## src/rtl/bicubic_pkg.sv

```systemverilog
// Shared FSM state type and fixed-point helpers for the Catmull-Rom bicubic interpolator.
package bicubic_pkg;

    typedef enum logic [2:0] {
        IDLE,
        WGT,
        ROW0,
        ROW1,
        ROW2,
        ROW3,
        COL,
        OUT
    } state_t;

    localparam int unsigned HELPER_W = 32;

    typedef logic signed [HELPER_W-1:0] cr_coef_t;

    typedef struct packed {
        cr_coef_t d3;
        cr_coef_t d2;
        cr_coef_t d1;
        cr_coef_t d0;
    } cr_wgt_t;

    // Doubled Catmull-Rom weights for Q0.frac_w fraction t; they always sum to 2 << frac_w.
    function automatic cr_wgt_t cr_weights(input logic [HELPER_W-1:0] t, input int unsigned frac_w);
        logic signed [63:0] ts;
        logic signed [63:0] t2;
        logic signed [63:0] t3;
        logic signed [63:0] one;
        logic signed [63:0] half;
        cr_wgt_t            w;
        ts   = $signed({32'd0, t});
        one  = 64'sd1 <<< frac_w;
        half = 64'sd1 <<< (frac_w - 1);
        t2   = (ts * ts + half) >>> frac_w;
        t3   = (t2 * ts + half) >>> frac_w;
        w.d0 = HELPER_W'(64'sd2 * t2 - t3 - ts);
        w.d1 = HELPER_W'(64'sd3 * t3 - 64'sd5 * t2 + 64'sd2 * one);
        w.d2 = HELPER_W'(64'sd4 * t2 + ts - 64'sd3 * t3);
        w.d3 = HELPER_W'(t3 - t2);
        return w;
    endfunction

    // Saturate a signed value into the unsigned pix_w-bit pixel range.
    function automatic logic [HELPER_W-1:0] clamp_pix(input logic signed [63:0] v, input int unsigned pix_w);
        logic signed [63:0]  maxv;
        logic [HELPER_W-1:0] r;
        maxv = (64'sd1 <<< pix_w) - 64'sd1;
        if (v < 64'sd0) begin
            r = '0;
        end else if (v > maxv) begin
            r = HELPER_W'(maxv);
        end else begin
            r = HELPER_W'(v);
        end
        return r;
    endfunction

endpackage

```

## src/rtl/bicubic_mac4.sv

```systemverilog
// Combinational 4-tap signed dot product with round-half-up and pixel clamp.
module bicubic_mac4
    import bicubic_pkg::*;
#(
    parameter int unsigned PIX_W  = 8,
    parameter int unsigned FRAC_W = 8
) (
    input  logic [4*(FRAC_W+4)-1:0] wgt,
    input  logic [4*PIX_W-1:0]      pix,
    output logic [PIX_W-1:0]        res_c
);

    localparam int unsigned WW    = FRAC_W + 4;
    localparam int unsigned ACC_W = PIX_W + FRAC_W + 8;

    logic signed [ACC_W-1:0] acc_c;
    logic signed [ACC_W-1:0] rnd_c;
    logic [HELPER_W-1:0]     clamp_c;
    logic                    unused_c;

    always_comb begin
        acc_c = '0;
        for (int k = 0; k < 4; k++) begin
            acc_c = acc_c + ACC_W'($signed(wgt[k*WW +: WW]) * $signed({1'b0, pix[k*PIX_W +: PIX_W]}));
        end
        // Weights are doubled, so the result scale is 2^(FRAC_W+1).
        rnd_c   = (acc_c + (ACC_W'(1) <<< FRAC_W)) >>> (FRAC_W + 1);
        clamp_c = clamp_pix(64'(rnd_c), PIX_W);
        res_c   = clamp_c[PIX_W-1:0];
    end

    assign unused_c = ^clamp_c[HELPER_W-1:PIX_W];

endmodule

```

## src/rtl/bicubic_interp_core.sv

```systemverilog
// Catmull-Rom bicubic interpolator: 4x4 window in, one clamped pixel out, one shared MAC.
// Define BICUBIC_FASTPATH_EN to skip the MAC passes when both fractions are zero.
module bicubic_interp_core
    import bicubic_pkg::*;
#(
    parameter int unsigned PIX_W  = 8,
    parameter int unsigned FRAC_W = 8
) (
    input  logic                clk,
    input  logic                rst,
    input  logic                in_valid,
    output logic                in_ready,
    input  logic [16*PIX_W-1:0] in_pix,
    input  logic [FRAC_W-1:0]   in_fx,
    input  logic [FRAC_W-1:0]   in_fy,
    output logic                out_valid,
    input  logic                out_ready,
    output logic [PIX_W-1:0]    out_pix
);

    localparam int unsigned WW    = FRAC_W + 4;
    localparam int unsigned ROW_W = 4 * PIX_W;

    state_t              state;
    state_t              state_d;
    logic [16*PIX_W-1:0] pix_q;
    logic [FRAC_W-1:0]   fx_q;
    logic [FRAC_W-1:0]   fy_q;
    logic [4*WW-1:0]     wx_q;
    logic [4*WW-1:0]     wy_q;
    logic [4*WW-1:0]     wx_c;
    logic [4*WW-1:0]     wy_c;
    logic [ROW_W-1:0]    mid_q;
    logic [4*WW-1:0]     mac_wgt_c;
    logic [ROW_W-1:0]    mac_pix_c;
    logic [PIX_W-1:0]    mac_res_c;
    logic                in_fire_c;
    logic                fast_c;
    cr_wgt_t             wx_s;
    cr_wgt_t             wy_s;
    logic                unused_wgt_c;

    assign in_fire_c = in_valid && in_ready;

`ifdef BICUBIC_FASTPATH_EN
    assign fast_c = (in_fx == '0) && (in_fy == '0);
`else
    assign fast_c = 1'b0;
`endif

    always_comb begin
        state_d = state;
        case (state)
            IDLE:    if (in_fire_c) state_d = fast_c ? OUT : WGT;
            WGT:     state_d = ROW0;
            ROW0:    state_d = ROW1;
            ROW1:    state_d = ROW2;
            ROW2:    state_d = ROW3;
            ROW3:    state_d = COL;
            COL:     state_d = OUT;
            OUT:     if (out_ready) state_d = IDLE;
            default: state_d = IDLE;
        endcase
    end

    // Weights are narrowed from the wide helper; upper bits are pure sign extension.
    always_comb begin
        wx_s = cr_weights(HELPER_W'(fx_q), FRAC_W);
        wy_s = cr_weights(HELPER_W'(fy_q), FRAC_W);
        wx_c = {wx_s.d3[WW-1:0], wx_s.d2[WW-1:0], wx_s.d1[WW-1:0], wx_s.d0[WW-1:0]};
        wy_c = {wy_s.d3[WW-1:0], wy_s.d2[WW-1:0], wy_s.d1[WW-1:0], wy_s.d0[WW-1:0]};
    end

    assign unused_wgt_c = ^{wx_s.d3[HELPER_W-1:WW], wx_s.d2[HELPER_W-1:WW],
                            wx_s.d1[HELPER_W-1:WW], wx_s.d0[HELPER_W-1:WW],
                            wy_s.d3[HELPER_W-1:WW], wy_s.d2[HELPER_W-1:WW],
                            wy_s.d1[HELPER_W-1:WW], wy_s.d0[HELPER_W-1:WW]};

    // Shared MAC operand select: one row per ROWr state, then the mid column.
    always_comb begin
        mac_wgt_c = wx_q;
        mac_pix_c = pix_q[0 +: ROW_W];
        case (state)
            ROW1:    mac_pix_c = pix_q[ROW_W +: ROW_W];
            ROW2:    mac_pix_c = pix_q[2*ROW_W +: ROW_W];
            ROW3:    mac_pix_c = pix_q[3*ROW_W +: ROW_W];
            COL: begin
                mac_wgt_c = wy_q;
                mac_pix_c = mid_q;
            end
            default: ;
        endcase
    end

    bicubic_mac4 #(
        .PIX_W  (PIX_W),
        .FRAC_W (FRAC_W)
    ) u_mac (
        .wgt   (mac_wgt_c),
        .pix   (mac_pix_c),
        .res_c (mac_res_c)
    );

    always_ff @(posedge clk) begin
        if (rst) begin
            state     <= IDLE;
            in_ready  <= 1'b1;
            out_valid <= 1'b0;
        end else begin
            state     <= state_d;
            in_ready  <= (state_d == IDLE);
            out_valid <= (state_d == OUT);
        end
    end

    always_ff @(posedge clk) begin
        if (rst) begin
            pix_q   <= '0;
            fx_q    <= '0;
            fy_q    <= '0;
            wx_q    <= '0;
            wy_q    <= '0;
            mid_q   <= '0;
            out_pix <= '0;
        end else begin
            case (state)
                IDLE: if (in_fire_c) begin
                    pix_q <= in_pix;
                    fx_q  <= in_fx;
                    fy_q  <= in_fy;
                    if (fast_c) out_pix <= in_pix[5*PIX_W +: PIX_W];
                end
                WGT: begin
                    wx_q <= wx_c;
                    wy_q <= wy_c;
                end
                ROW0:    mid_q[0 +: PIX_W]       <= mac_res_c;
                ROW1:    mid_q[PIX_W +: PIX_W]   <= mac_res_c;
                ROW2:    mid_q[2*PIX_W +: PIX_W] <= mac_res_c;
                ROW3:    mid_q[3*PIX_W +: PIX_W] <= mac_res_c;
                COL:     out_pix                 <= mac_res_c;
                default: ;
            endcase
        end
    end

endmodule

```

## config.mk

```make
export PLATFORM = sky130hd
export DESIGN_NAME = bicubic_interp_core
export DESIGN_NICKNAME = d
export VERILOG_FILES = /design/src/rtl/bicubic_pkg.sv /design/src/rtl/bicubic_mac4.sv /design/src/rtl/bicubic_interp_core.sv
export SDC_FILE = /design/constraint.sdc
export NUM_CORES = 2
export LEC_CHECK = 0
export ABC_AREA = 0
export CORE_MARGIN = 3
export CORE_UTILIZATION = 40
export DETAILED_ROUTE_END_ITERATION = 6
export PLACE_DENSITY = 0.64
export SYNTH_ARGS = -nofsm -noshare
export SYNTH_HDL_FRONTEND = slang
export SYNTH_SLANG_ARGS = --single-unit
```

## constraint.sdc

```tcl
create_clock -name clk -period 16.9 [get_ports clk]
set_input_delay 1.69 -clock clk [delete_from_list [all_inputs] [get_ports clk]]
set_output_delay 1.69 -clock clk [all_outputs]
set_load 0.05 [all_outputs]
```

# Yosys cells after proc, flatten, opt, wreduce, memory -nomap -nowiden
# Cells that the tools add are included.
classes:
  magnitude_cmp: 2
  n_addsub: 22
  reduce_logical: 4
  n_mux: 7
  eq_ne: 8
  mul: 12
ops:
  columns: ["operator", "n"]
  rows:
  - ["$pmux 32 s4", 1]
  - ["$mul 12x9->21", 4]
  - ["$add 24x24->24", 3]
  - ["$mux 48", 1]
  - ["$sub 12x12->12", 4]
  - ["$add 17x8->18 const B", 2]
  - ["$add 16x8->17 const B", 2]
  - ["$mul 9x8->17", 2]
  - ["$mul 8x8->16", 2]
  - ["$add 11x8->12", 2]
  - ["$add 12x11->12 const B", 2]
  - ["$add 24x10->24 const B", 1]
  - ["$mul 2x10->12 const A", 2]
  - ["$mul 3x9->12 const A", 2]
  - ["$pmux 3 s8", 1]
  - ["$sub 11x9->12", 2]
  - ["$sub 10x10->11", 2]
  - ["$sub 10x9->11", 2]
  - ["$mux 8", 2]
  - ["$eq 3x3->1 const B", 5]
  - ["$gt 15x9->1 const B", 1]
  - ["$lt 15x1->1 const B", 1]
  - ["$eq 3x2->1 const B", 2]
  - ["$logic_not 3->1", 2]
  - ["other kinds (4)", 5]
totals:
  input_bits: 148
  reg_bits: 285

# Longest topological paths before layout
logic_depth:
  word_depth: 10
  ltp_mapped: 57
  ltp_nobuf: 55

# By module
# From an unflattened synthesis, not the netlist that was laid out.
unflattened:
  cells_unflattened: 4753
  area_unflattened_um2: 39882.0
modules_own_cells:
  columns: ["mod", "seq_area_each_um2", "cells_per_inst", "n_inst", "area_per_inst_um2"]
  rows:
  - ["bicubic_interp_core", 5585.4, 3090, 1, 24136.9]
  - ["bicubic_mac4", 0.0, 1663, 1, 15745.1]

# Least setup slack after synthesis
# OpenSTA, ideal clock, no wires.
synth_timing:
  path_kind: "register to register"
  start: "register fx_q[5]"
  end: "register wx_q[23]"
  t_arrival_ps: 12868
  path_slack_ps: 3970
  path_stages_with_launch: 52
  t_required_ps: 16838
  setup_time_ps: 62
  n_path_buf: 2
  path_cell_list: "dfxtp_1 -> clkbuf_1 -> inv_1 -> clkbuf_1 -> nor2_1 -> fa_1 -> fa_1 -> fa_1 -> inv_1 -> fa_1 -> inv_1 -> ha_1 -> and2_1 -> a221oi_1 -> a21oi_1 -> a2111oi_4 -> o21bai_1 -> a21oi_1 -> [16 not listed] -> fa_1 -> a21o_1 -> a21oi_1 -> xor2_1 -> inv_1 -> fa_1 -> ha_1 -> ha_1 -> inv_1 -> o21bai_1 -> a21oi_1 -> o21bai_1 -> a21oi_1 -> o21bai_1 -> a21oi_1 -> xnor2_1 -> or4_1 -> nand3_1"
synth_via:
  elab_chain_len: 7
  elab_cells_between_ends: 8
  classes_between: "add/sub (4); mul (4)"
synth_lines:
  columns: ["item", "line", "text"]
  rows:
  - ["from (decl)", "bicubic_interp_core.sv:27", "logic [FRAC_W-1:0] fx_q;"]
  - ["from (signal assigned)", "bicubic_interp_core.sv:129", "fx_q <= in_fx;"]
  - ["$mul 8x8->16", "bicubic_pkg.sv:37", "t2 = (ts * ts + half) >>> frac_w;"]
  - ["$add 16x8->17", "bicubic_pkg.sv:37", null]
  - ["$mul 9x8->17", "bicubic_pkg.sv:38", "t3 = (t2 * ts + half) >>> frac_w;"]
  - ["$add 17x8->18", "bicubic_pkg.sv:38", null]
  - ["$mul 2x10->12", "bicubic_pkg.sv:40", "w.d1 = HELPER_W'(64'sd3 * t3 - 64'sd5 * t2 + 64'sd2 * one);"]
  - ["$sub 12x12->12 (*)", "bicubic_pkg.sv:40", null]
  - ["$add 12x11->12 (*)", "bicubic_pkg.sv:40", null]
  - ["to (signal assigned)", "bicubic_interp_core.sv:134", "wx_q <= wx_c;"]
  - ["to (decl)", "bicubic_interp_core.sv:29", "logic [4*WW-1:0] wx_q;"]
# Mark *: on every way between the ends. The rest lies on a longest branch, timed or not.
# A chain may end at the register's enable or synchronous reset.

# Final worst setup path
layout_timing:
  start: "register fx_q[4]"
  end: "register wx_q[23]"
# Same word-level chain as after synthesis.

==> metrics.txt <==
status finished, final reports clean; mapped cell area 39840 um2; area share of the largest cell type after synthesis 25.42%; Post-Synth XOR/XNOR Area roughly 5.2%; Crit path required time about 17000 ps; final hold vios 0; Cell Rows between 100 and 150; clk root buf clkbuf_16; vias in the first global route 32070; LEAKAGE between 20 and 25 nW; share of post-route cells with drive strength above 1 3.163%; Synth Net Count 6011; fin crit period 14620 ps; launching element type of the critical path flip-flop; hold_buf cts 0; Starting Density around two fifths; Max FO, Critical Path 17; Nets slightly above 6000; total track usage 21.17%; top post-synthesis cells by area fa_1, ha_1, dfxtp_1, inv_1, nand2_1; global-route wire length before repair roughly 180000 um; Synth Instances 4840; IO Pins 158; largest family of logic cells by synthesized area adder cells; most frequent cells in the layout inv_1, nand2_1, ha_1; Cells after DPL 6130; max frequency around 70 MHz; post-synthesis mux area share 2.170%; Crit path top cell by count fa_1; register share of total power 19.5%; Slowest cell on crit path xor2_1; pwr/cell area about 100 nW/um2; via count 31920; Sink Count 279; CP arrival roughly 15000 ps; Tightest Pin Transition 1181 ps; Clock power frac 17.3%; post-DP HPWL ~89000 um; number of fill cells about 10000; Slew Viols, Final 0; First-pass DRT Iterations 5; Routed WL 109600 um; post-cts resize count 0; largest net degree at the start of global routing 93; DR WL/cell approximately 18 um; 1st-iter DRT viols 1981; Post-Synth Adder-Cell Area 41.81%; CTS tree yes; Sw Pwr 2.231 mW; chip width 321.6 um; Core Footprint 98560 um2; Reg clk slew, reported paths approximately 80 ps; Sw Ratio 49.25%; CP Class reg2reg; GRT Residual Overflow 0; yosys warns 0; setup slack, reg-to-reg 2280 ps; Max Cap Viol 0; # diodes 0; DRC 0; area grow syn2layout 9.967%; htree depth 1; ys async rst share 0%; most common cell after layout, fill and taps aside inv_1; initial antenna violation count 0; dominant cell type by area after synthesis fa_1; Finish-stage setup viols 0; IO buf count 157; gp weighted congestion 0.9072; slew margin rel. 20.66%; syn avg cell area between 8 and 9 um2; Post-synth top flop dfxtp_1; post-synthesis compound-gate area fraction 12.28%; Max IR drop VDD 0.09342 mV; Final TNS setup 0 ps; internal power 2.299 mW; Die ar. 103400 um2; Die H 321.6 um; final std cells w/o fill between 6000 and 7000; combinational share of power 63.1%; CP peak stage delay 710 ps; Antenna Violating Nets Remaining 0; Yosys reg bits 279; clk buf depth 3; setup bufs post-CTS 0; clk_lat worst skew about 620 ps; worst min-delay path class reg2reg; CTS buffer count 31; simple logic cell fraction of the synthesized area 15.02%; RSZ-0062 raised after global routing false; Post-synth EDFFs 0; Seq/Total Area, Yosys 14.02%; kind of end point of the critical path flip-flop; final setup skew around 25 ps; post-synthesis cell type count 78; final period utilization 86.51%; Via density approximately 5.2
final timing paths:
path                endpoint        from  depth (start not counted)
setup / recovery    wx_q[23]     fx_q[4]                         48
setup reg to reg    wx_q[23]     fx_q[4]                         48
hold reg to reg   pix_q[124]  pix_q[124]                          2
hold / removal    pix_q[124]  pix_q[124]                          2
power by group through the flow:
stage	logic [mW]	registers, mW	clock network, mW
6_report	2.86	0.885	0.785
5_1_grt	3.17	0.898	0.821
4_1_cts	2.86	0.883	0.797
3_5_place_dp	2.84	0.897	0
3_3_place_gp	2.81	0.894	0
2_1_floorplan	2.01	0.850	0
layout make-up:
type | instances | area, um2 | area share (%)
multi-input cells | 3560 | 30530 | 69.68
flip-flops and latches | 279 | 5585 | 12.75
inverters | 803 | 3019 | 6.891
repair buffers | 201 | 1906 | 4.349
well taps | 1287 | 1610 | 3.675
clock buffers | 37 | 828.3 | 1.890
clock inverters | 21 | 335.3 | 0.7653
metrics by stage:
step                hold WS (ps)  power [mW]  area [um2]  util [%]  setup WS (ps)
floorplan                  431.2       2.859       39840         -           3970
global placement           438.9       3.703       42650     43.27           2508
detailed placement         446.4       3.734       42650     43.27           2281
CTS                        454.5       4.536       43820     44.45           2192
global route               473.0       4.887       43820     44.45           1109
finish                     453.8       4.530       43820     44.45           2280
worst max-delay path: cells and delay by family (launching register included):
kind	cells	cell delay [ps]
compound gates	15	4040
flops	1	510
fa+ha+maj	14	6030
buf+inv	9	1080
simple gates	6	1370
xor+xnor	4	1510
synth_stat cells (all sizes together) (4+ instances only):
| library cell | n |
|---|---|
| clkinv | 6 |
| a221oi | 4 |
| nand2 | 769 |
| a22oi | 64 |
| o21bai | 66 |
| nand3 | 27 |
| a211oi | 25 |
| o211ai | 5 |
| a21boi | 13 |
| nor4 | 4 |
| a21oi | 401 |
| nor2b | 41 |
| xnor2 | 168 |
| inv | 797 |
| o21a | 6 |
| fa | 506 |
| clkbuf | 174 |
| ha | 517 |
| dfxtp | 279 |
| a2111oi | 4 |
| mux2 | 16 |
| a311oi | 34 |
| o21ai | 55 |
| or3 | 10 |
| nand4 | 5 |
| mux2i | 68 |
| o31ai | 6 |
| buf | 24 |
| maj3 | 6 |
| and3 | 13 |
| a211o | 5 |
| o2111ai | 4 |
| nand2b | 54 |
| nor3 | 25 |
| xor2 | 65 |
| a31oi | 8 |
| and2 | 43 |
| a21o | 61 |
| nand3b | 5 |
| o41ai | 6 |
| or2 | 8 |
| nor2 | 406 |
| nor3b | 7 |
cells by family after synthesis:
kind of cell | count (synthesis)
buf+inv | 1001
simple gates | 1429
mux | 84
compound gates | 784
fa+ha+maj | 1029
xor+xnor | 234
flops | 279
state kept, by name (all words and copies together) (netlist names):
name,count
out_valid,1
in_ready,1
state,3
out_pix,8
wx_q,45
mid_q,32
fx_q,8
fy_q,8
pix_q,128
wy_q,45
per-layer routing:
| metal | wire length [um] | global-route usage [%] | part of all wire, % |
|---|---|---|---|
| met1 | 50700 | 29.84 | 46 |
| met5 | 0 | 0 | 0 |
| met4 | 2369 | 4.253 | 2.2 |
| met2 | 50550 | 35.27 | 46 |
| met3 | 6009 | 2.275 | 5.5 |
No activity file was read; power rests on OpenSTA's default activity.
